`src/rtl/fetch_unit.sv`:
```
// Instruction-fetch stage: owns the PC, reads the program ROM combinationally and
// buffers one instruction for decode over valid/ready; folds jmp and accepts redirects.
module fetch_unit #(
  parameter int ADDR_W = 4,
  parameter int INST_W = 16
) (
  input  logic              clk,
  input  logic              rst_n,
  output logic [ADDR_W-1:0] rom_addr,
  input  logic [INST_W-1:0] rom_instruction,
  output logic              if_valid,
  input  logic              if_ready,
  output logic [INST_W-1:0] if_instruction,
  output logic [ADDR_W-1:0] if_pc,
  input  logic              redirect_valid,
  input  logic [ADDR_W-1:0] redirect_target
);

  typedef enum logic [1:0] {IDLE, RUN, STALL} state_t;

  state_t            state;
  logic [ADDR_W-1:0] pc;
  logic              may_load;
  logic              is_jmp;
  logic [ADDR_W-1:0] jmp_target;

  assign rom_addr   = pc;
  // The buffer frees up either when empty or when its word leaves this cycle.
  assign may_load   = ~if_valid | if_ready;
  assign is_jmp     = (rom_instruction[INST_W-1 -: 4] == 4'b1000);
  assign jmp_target = rom_instruction[ADDR_W+7:8];

  always_ff @(posedge clk or negedge rst_n) begin
    if (!rst_n) begin
      state          <= IDLE;
      pc             <= '0;
      if_valid       <= 1'b0;
      if_instruction <= '0;
      if_pc          <= '0;
    end else begin
      case (state)
        IDLE: state <= RUN;
        default: begin
          if (redirect_valid) begin
            // Flush: any word in the buffer is dropped (or was just consumed).
            pc       <= redirect_target;
            if_valid <= 1'b0;
            state    <= RUN;
          end else if (may_load) begin
            if (is_jmp) begin
              pc       <= jmp_target;
              if_valid <= 1'b0;
            end else begin
              if_instruction <= rom_instruction;
              if_pc          <= pc;
              if_valid       <= 1'b1;
              pc             <= pc + ADDR_W'(1);
            end
            state <= RUN;
          end else begin
            state <= STALL;
          end
        end
      endcase
    end
  end

endmodule

```
`config.mk`:
```
export PLATFORM = sky130hd
export DESIGN_NAME = fetch_unit
export DESIGN_NICKNAME = d
export VERILOG_FILES = /design/src/rtl/fetch_unit.sv
export SDC_FILE = /design/constraint.sdc
export NUM_CORES = 1
export LEC_CHECK = 0
export CORE_ASPECT_RATIO = 0.7
export CORE_UTILIZATION = 40
export DETAILED_ROUTE_END_ITERATION = 8
export GPL_ROUTABILITY_DRIVEN = 0
export GPL_TIMING_DRIVEN = 0
export PLACE_DENSITY_LB_ADDON = 0.08
export RECOVER_POWER = 50
export SLEW_MARGIN = 25
export SYNTH_ARGS = -nofsm -noshare
export SYNTH_HDL_FRONTEND = slang
export SYNTH_SLANG_ARGS = --single-unit
export TNS_END_PERCENT = 30
```
`constraint.sdc`:
```
create_clock -name clk -period 3.6 [get_ports clk]
set_input_delay 0.72 -clock clk [delete_from_list [all_inputs] [get_ports clk]]
set_output_delay 0.72 -clock clk [all_outputs]
set_load 0.05 [all_outputs]
```
Word-level counts from Yosys, hierarchy flattened
Index checks and enable logic that the tools add are counted.
{ "word_totals": {"regBits": 27, "in_bits": 24, "output_inout_bits": 25, "word_cells": 25} }
{ "op_classes": {"add_sub_neg": 1, "n_eq_ne": 1, "n_mux": 9, "bitwise": 5, "reduce_logical": 4} }
{ "ops": {"columns": ["cell", "count"], "rows": [
  ["$mux 4", 3],
  ["$mux 2", 3],
  ["$add 4x1->4 const B", 1],
  ["$eq 4x4->1 const B", 1],
  ["$not 1->1", 4],
  ["$reduce_and 4->1", 1],
  ["$mux 1", 3],
  ["$logic_not 2->1", 1],
  ["$reduce_and 2->1", 1],
  ["$reduce_bool 2->1", 1],
  ["$or 1x1->1", 1]
]} }

Longest topological paths before layout
Gate-level depths: netlist of the first run.
{ "logic_depth": {"word_depth": 5, "mapped_depth": 5, "mapped_depth_nobuf": 5} }

Worst setup path before layout of the first run
No wires, ideal clock.
{ "synth_timing": {"kind": "input to register", "start": "input port rom_instruction[14]", "end": "register if_instruction[0]", "setup_time_ns": 0.125, "arrival_ns": 1.758, "required_time_ns": 3.475, "setup_slack_ns": 1.717, "cell_stages": 4, "n_path_buf": 1, "cell_sequence": "nor4b_4 > a2111oi_4 > buf_6 > mux2_4"} }
{ "synth_via": {"elab_chain_len": 3} }
{ "synth_rtl": {"columns": ["item", "line_no", "rtl"], "rows": [
  ["start, declared", "10", "input logic [INST_W-1:0] rom_instruction,"],
  ["$eq 4x4->1", "30", "assign is_jmp = (rom_instruction[INST_W-1 -: 4] == 4'b1000);"],
  ["$not 1->1 (no source line)", null, null],
  ["$reduce_and 4->1 (no source line)", null, null],
  ["end signal, assigned", "54", "if_instruction <= rom_instruction;"],
  ["end, declared", "13", "output logic [INST_W-1:0] if_instruction,"]
]} }
Every way passes these cells.
A chain may end at the register's enable or synchronous reset.

Worst setup path in the final report of the first run
{ "layout_timing": {"start": "register pc[0] (netlist: rom_addr[0])", "end": "output port rom_addr[0]"} }
{ "layout_lines": {"columns": ["item", "line_no", "rtl"], "rows": [
  ["start, declared", "22", "logic [ADDR_W-1:0] pc;"],
  ["start signal, assigned", "46", "pc <= redirect_target;"],
  ["start signal, assigned", "51", "pc <= jmp_target;"],
  ["start signal, assigned", "57", "pc <= pc + ADDR_W'(1);"],
  ["end, declared", "9", "output logic [ADDR_W-1:0] rom_addr,"]
]} }
No word-level cell between the ends.

==> run metrics, run 1 <==
Finish-stage setup viols 0; placed inst area 0.00180 mm²; Avg Inst Size Synth roughly 15 µm²; synth top area cells dfrtp_1 (53%), mux2_4 (22%), a2111oi_4 (2.2%); Max Cap Viol 0; full die area 0.00342 mm²; Hold Slack a little over 0.5 ns; mapped cell area 0.00127 mm²; pin count of the biggest net entering global routing 28; detail-routed net length per standard cell roughly 15 µm; pwr/cell area 621 mW/mm²; diode count 0; Final Cell Area 0.00184 mm²; hold buffers post-CTS 0; status complete, no violations; Bufs and invs on worst path 1; CP Cell Sequence clkdlybuf4s50_1; Starting Density 0.439; Core Area slightly below 0.003 mm²; fin crit share 0.649; Data required, critical path 2.88 ns; most common cell after layout, fill and taps aside clkdlybuf4s50_1; H-tree depth 1; num rows 16; Final ANT Viol Nets 0; DRC viols 0; worst path arrival time roughly 1.6 ns; sequential-to-total area share from yosys stat 0.530; clk slew on worst S/H paths 0.09 ns; worst vdd rail ir drop roughly 280 µV; cts bufs inserted 3; global route overflow 0; static leakage about 0.8 nW; max incr delay on CP 0.85 ns; gr usage total 0.176; RSZ-0062 raised after global routing no; Hold Violations, Final 0; cell family with most CP delay buffers and inverters; Max Slew Vio Count 0; Synth area leader dfrtp_1; Synth warnings 0; Die Y 49.2 µm; die width 69.5 µm; Post-CTS Setup Inserts 0; crit path capture type output pin; CTS Sinks 27; area grow syn2layout 44.3%; DR vias 887; vias in the first global route 924; CTS resizes 0; first-pass GRT wire length between 4 and 5 mm; critical path's slowest cell clkdlybuf4s50_1; most frequent cells in the layout clkdlybuf4s50_1 (38), dfrtp_1 (27), mux2_4 (19); Worst Clk Skew 0.00224 ns; slew margin rel. 0.0430; CTS Buffer Depth 2; Syn Inst Count 86; io pins 49; CTS tree yes; Slew @ Worst Pin 1.44 ns; share of cells above drive strength 1 0.217; clock root cell clkbuf_8; post-synthesis sequential element count 27; Setup TNS 0 ns; Yosys cell types 28; share of the synthesized area in the top cell type 0.530; initial DRC count 41; initial antenna violation count 0; timing-limited maximum frequency approximately 430 MHz; min-delay worst type flop to flop; Clock Latency Late Sink 0.27 ns; post-route minimum period 2.33 ns; Net count, final 164; Crit Path Category flop to output pin; fillers 206; Pre-antenna DRT Iters 4; DRT Wirelength around 2.7 mm; vias per cell 5.10; CP Launch Type flop; buffers added on ports 48; worst-path maximum fanout 8; DP HPWL 1.99 mm; Mapped Nets approximately 110
==> cell families after synthesis <==
logic type	count (synthesis)	share of synthesized area
DFF	27	0.530
AOI/OAI and AO/OA	11	0.0795
buffers and inverters	5	0.0265
and+or+nand+nor	19	0.0972
muxes	23	0.257
adders and majority gates	1	0.00981
==> routing by layer <==
metal	part of all wire	GRT usage	vias to the layer above	wire length, µm
met5	0	0	-	0
met2	0.47	0.280	32	1260
met4	0.0049	0.0306	0	13
met1	0.46	0.238	438	1240
met3	0.058	0.0558	2	155
li1	-	-	415	-
==> Yosys cell counts, drive strengths merged <==
| cell type | count |
|---|---|
| clkbuf | 1 |
| o211ai | 1 |
| a21o | 2 |
| inv | 2 |
| nor3 | 2 |
| nor2b | 2 |
| nor3b | 3 |
| and2 | 1 |
| a2111oi | 3 |
| nor2 | 5 |
| nand4 | 1 |
| or3b | 1 |
| nand2b | 1 |
| o21a | 1 |
| mux2 | 21 |
| a21oi | 1 |
| ha | 1 |
| nor4b | 1 |
| dfrtp | 27 |
| o21ai | 2 |
| buf | 2 |
| a31oi | 1 |
| mux2i | 2 |
| nand2 | 2 |
==> per-stage QoR <==
| stage | std cells | setup slack (ns) | util | power, mW |
|---|---|---|---|---|
| 6_report | 174 | 1.27 | 0.634 | 1.14 |
| 5_1_grt | 174 | 1.17 | 0.634 | 1.20 |
| 4_1_cts | 174 | 1.25 | 0.634 | 1.16 |
| 3_5_place_dp | 170 | 0.995 | 0.619 | 0.991 |
| 3_3_place_gp | 170 | 1.08 | 0.620 | 0.982 |
| 2_1_floorplan | 86 | 1.72 | - | 0.795 |
==> registers in the layout, summed over array words and instances (netlist names) <==
| signal | flops |
|---|---|
| if_valid | 1 |
| if_instruction | 16 |
| if_pc | 4 |
| rom_addr | 4 |
| state | 2 |
==> path summary, 6_finish.rpt <==
path / depth (start not counted) / end / startpoint / slack, ns
max in group asynchronous: 1 / state[1]$_DFF_PN0_ / rst_n / 1.99
hold reg to reg: 1 / if_pc[0]$_DFFE_PN0P_ / if_pc[0]$_DFFE_PN0P_ / 0.51
min in group asynchronous: 1 / rom_addr[2]$_DFFE_PN0P_ / rst_n / 0.77
setup reg to reg: 3 / if_instruction[15]$_DFFE_PN0P_ / if_valid$_DFFE_PN0P_ / 2.02
setup / recovery: 1 / rom_addr[0] / rom_addr[0]$_DFFE_PN0P_ / 1.27
hold / removal: 1 / if_pc[0]$_DFFE_PN0P_ / if_pc[0]$_DFFE_PN0P_ / 0.51
==> report_power, final <==
part / internal [mW] / total, mW / leakage (nW) / switching [mW]
registers: 0.369 / 0.421 / 0.317 / 0.0517
clock network: 0.0792 / 0.168 / 0.0228 / 0.0892
logic: 0.228 / 0.553 / 0.455 / 0.325
==> cell type report <==
class,count,area (µm²),area share
Timing Repair Buffer,48,474,0.258
Tap cell,36,45.0,0.0245
Buffer,3,26.3,0.0143
Inverter,2,7.51,0.00408
Clock buffer,4,45.0,0.0245
Multi-Input combinational cell,54,566,0.307
Sequential cell,27,676,0.367
Power figures use the tool's default switching activity.
==> run 2, diff against run 1 <==
==> constraint.sdc (replaced) <==
create_clock -name clk -period 2.4 [get_ports clk]
set_input_delay 0.48 -clock clk [delete_from_list [all_inputs] [get_ports clk]]
set_output_delay 0.48 -clock clk [all_outputs]
set_load 0.05 [all_outputs]
==> run metrics, run 2 (synthesis gave the netlist of run 1 again) <==
most common cell after layout, fill and taps aside clkdlybuf4s50_1; io pins 49 (unchanged); Max Cap Viol 0 (unchanged); post-route minimum period 2.15 ns; post-place setup slack 0.0351 ns (-0.960 ns); cell family with most CP delay buffers and inverters; DRC viols 0 (unchanged); Setup TNS 0 ns (unchanged); area grow syn2layout 43.3%; Max Slew Vio Count 0 (unchanged); H-tree depth 1 (unchanged); slew margin rel. 0.0579 (+0.0150); Core Area 0.00290 mm² (unchanged); Data required, critical path 2.56 ns (-0.32 ns); buffers added on ports 48 (unchanged); gr usage total 0.176 (unchanged); PnR worst setup slack 0.252 ns (-1.01 ns); vias in the first global route 924 (unchanged); Pre-antenna DRT Iters 4 (unchanged); detail-routed net length per standard cell 15.3 µm (-0.15%); Crit Path Category input port to flop; Flop pwr share 0.369 (about the same); static leakage 0.792 nW (-0.27%); DR vias 888 (+0.11%); clk slew on worst S/H paths 0.08 ns (about the same); min-delay worst type flop to flop; Starting Density 0.439 (unchanged); Switching Share 0.407 (-0.00107); Bufs and invs on worst path 3 (+2); fin util 0.629 (-0.00431); first-pass GRT wire length 4.72 mm (unchanged); CTS tree yes; status complete, no violations; Finish-stage setup viols 0 (unchanged); full die area 0.00342 mm² (unchanged); Net count, final 164 (unchanged); max FFs per register 16 (unchanged); die width 69.5 µm (unchanged); Slew @ Worst Pin 1.41 ns (-0.0224 ns); global route overflow 0 (unchanged); worst-path maximum fanout 10 (+2); fillers 208 (+0.97%); switching power 0.695 mW (+49%); vias per cell 5.10 (+0.11%); CTS Buffer Depth 2 (unchanged); pin count of the biggest net entering global routing 28 (unchanged); total power 1.71 mW (+49%); Clock Latency Late Sink 0.27 ns (about the same); DRT Wirelength 2.67 mm (-0.15%); Reg with most FFs if_instruction; Gate power share 0.484 (about the same); Clk pwr share 0.147 (about the same); FF+latch area 676 µm² (unchanged); most frequent cells in the layout clkdlybuf4s50_1 (38), dfrtp_1 (27), mux2_4 (19); DP HPWL 1.99 mm (unchanged); CP Cell Sequence dlygate4sd3_1 > clkbuf_1 > a2111oi_2 > buf_6 > mux2_4; Final ANT Viol Nets 0 (unchanged); RSZ-0062 raised after global routing no; initial antenna violation count 0 (unchanged); initial DRC count 44 (+7.3%); CTS resizes 0 (unchanged); cts bufs inserted 3 (unchanged); clock root cell clkbuf_8; Hold Violations, Final 0 (unchanged); Int Power 1.01 mW (+50%); area of the multi-input gates 553 µm² (-2.2%); pwr/cell area 935 mW/mm² (+51%); Post-CTS Setup Inserts 0 (unchanged); critical path's slowest cell dlygate4sd3_1; worst vdd rail ir drop 423 µV (+51%); Worst Clk Skew 0.00201 ns (-0.000226 ns); timing-limited maximum frequency 465 MHz; worst path arrival time 2.30 ns (+0.69 ns); Die Y 49.2 µm (unchanged); share of cells above drive strength 1 0.217 (unchanged); crit path capture type flop; CTS Sinks 27 (unchanged); diode count 0 (unchanged); num rows 16 (unchanged); hold buffers post-CTS 0 (unchanged); CP Launch Type input port; max incr delay on CP 0.54 ns (-0.31 ns); fin crit share 0.895
run 2: cell types whose count changed in the layout (fill, tap and decap cells not counted):
cell	previous run	this run
a2111oi_2	0	1
a2111oi_4	1	0
run 2: final cells by class:
class | count | share of cell area
Sequential cell | 27 | 0.370
Multi-Input combinational cell | 54 | 0.303
Inverter | 2 | 0.00411
Buffer | 3 | 0.0144
Tap cell | 36 | 0.0247
Clock buffer | 4 | 0.0247
Timing Repair Buffer | 48 | 0.260
run 2: path summary, 6_finish.rpt:
path | startpoint | end | slack [ns] | cells after the start
max | redirect_valid | if_instruction[5]$_DFFE_PN0P_ | 0.25 | 5
min | if_pc[0]$_DFFE_PN0P_ | if_pc[0]$_DFFE_PN0P_ | 0.51 | 1
max reg2reg | state[0]$_DFF_PN0_ | if_instruction[5]$_DFFE_PN0P_ | 0.70 | 4
min reg2reg | if_pc[0]$_DFFE_PN0P_ | if_pc[0]$_DFFE_PN0P_ | 0.51 | 1
max in group asynchronous | rst_n | state[1]$_DFF_PN0_ | 1.05 | 1
min in group asynchronous | rst_n | if_instruction[9]$_DFFE_PN0P_ | 0.53 | 1
run 2: worst register-to-register path: stages (launching register included):
cell	delay, ns
dfrtp_1	0.37
nor2_1	0.10
a2111oi_2	0.55
buf_6	0.26
mux2_4	0.32
run 2: through the flow:
step           area [µm²]  hold WS, ns  instances
3_5_place_dp         1800        0.494        170
3_3_place_gp         1800        0.493        170
6_report             1830        0.509        174
2_1_floorplan        1270        0.184         86
5_1_grt              1830        0.525        174
4_1_cts              1840        0.231        174
run 2: metal layers:
metal | wire length (µm) | GRT usage | vias to the layer above
met4 | 13 | 0.0306 | 0
met3 | 183 | 0.0558 | 2
li1 | - | - | 413
met5 | 0 | 0 | -
met2 | 1250 | 0.280 | 37
met1 | 1210 | 0.238 | 436
run 2: power groups by stage:
stage / Clock [mW] / Combinational [mW] / Sequential [mW]
floorplan: 0 / 0.213 / 0.980
global placement: 0 / 0.838 / 0.635
detailed placement: 0 / 0.846 / 0.640
CTS: 0.259 / 0.849 / 0.633
global route: 0.286 / 0.866 / 0.647
finish: 0.251 / 0.827 / 0.630
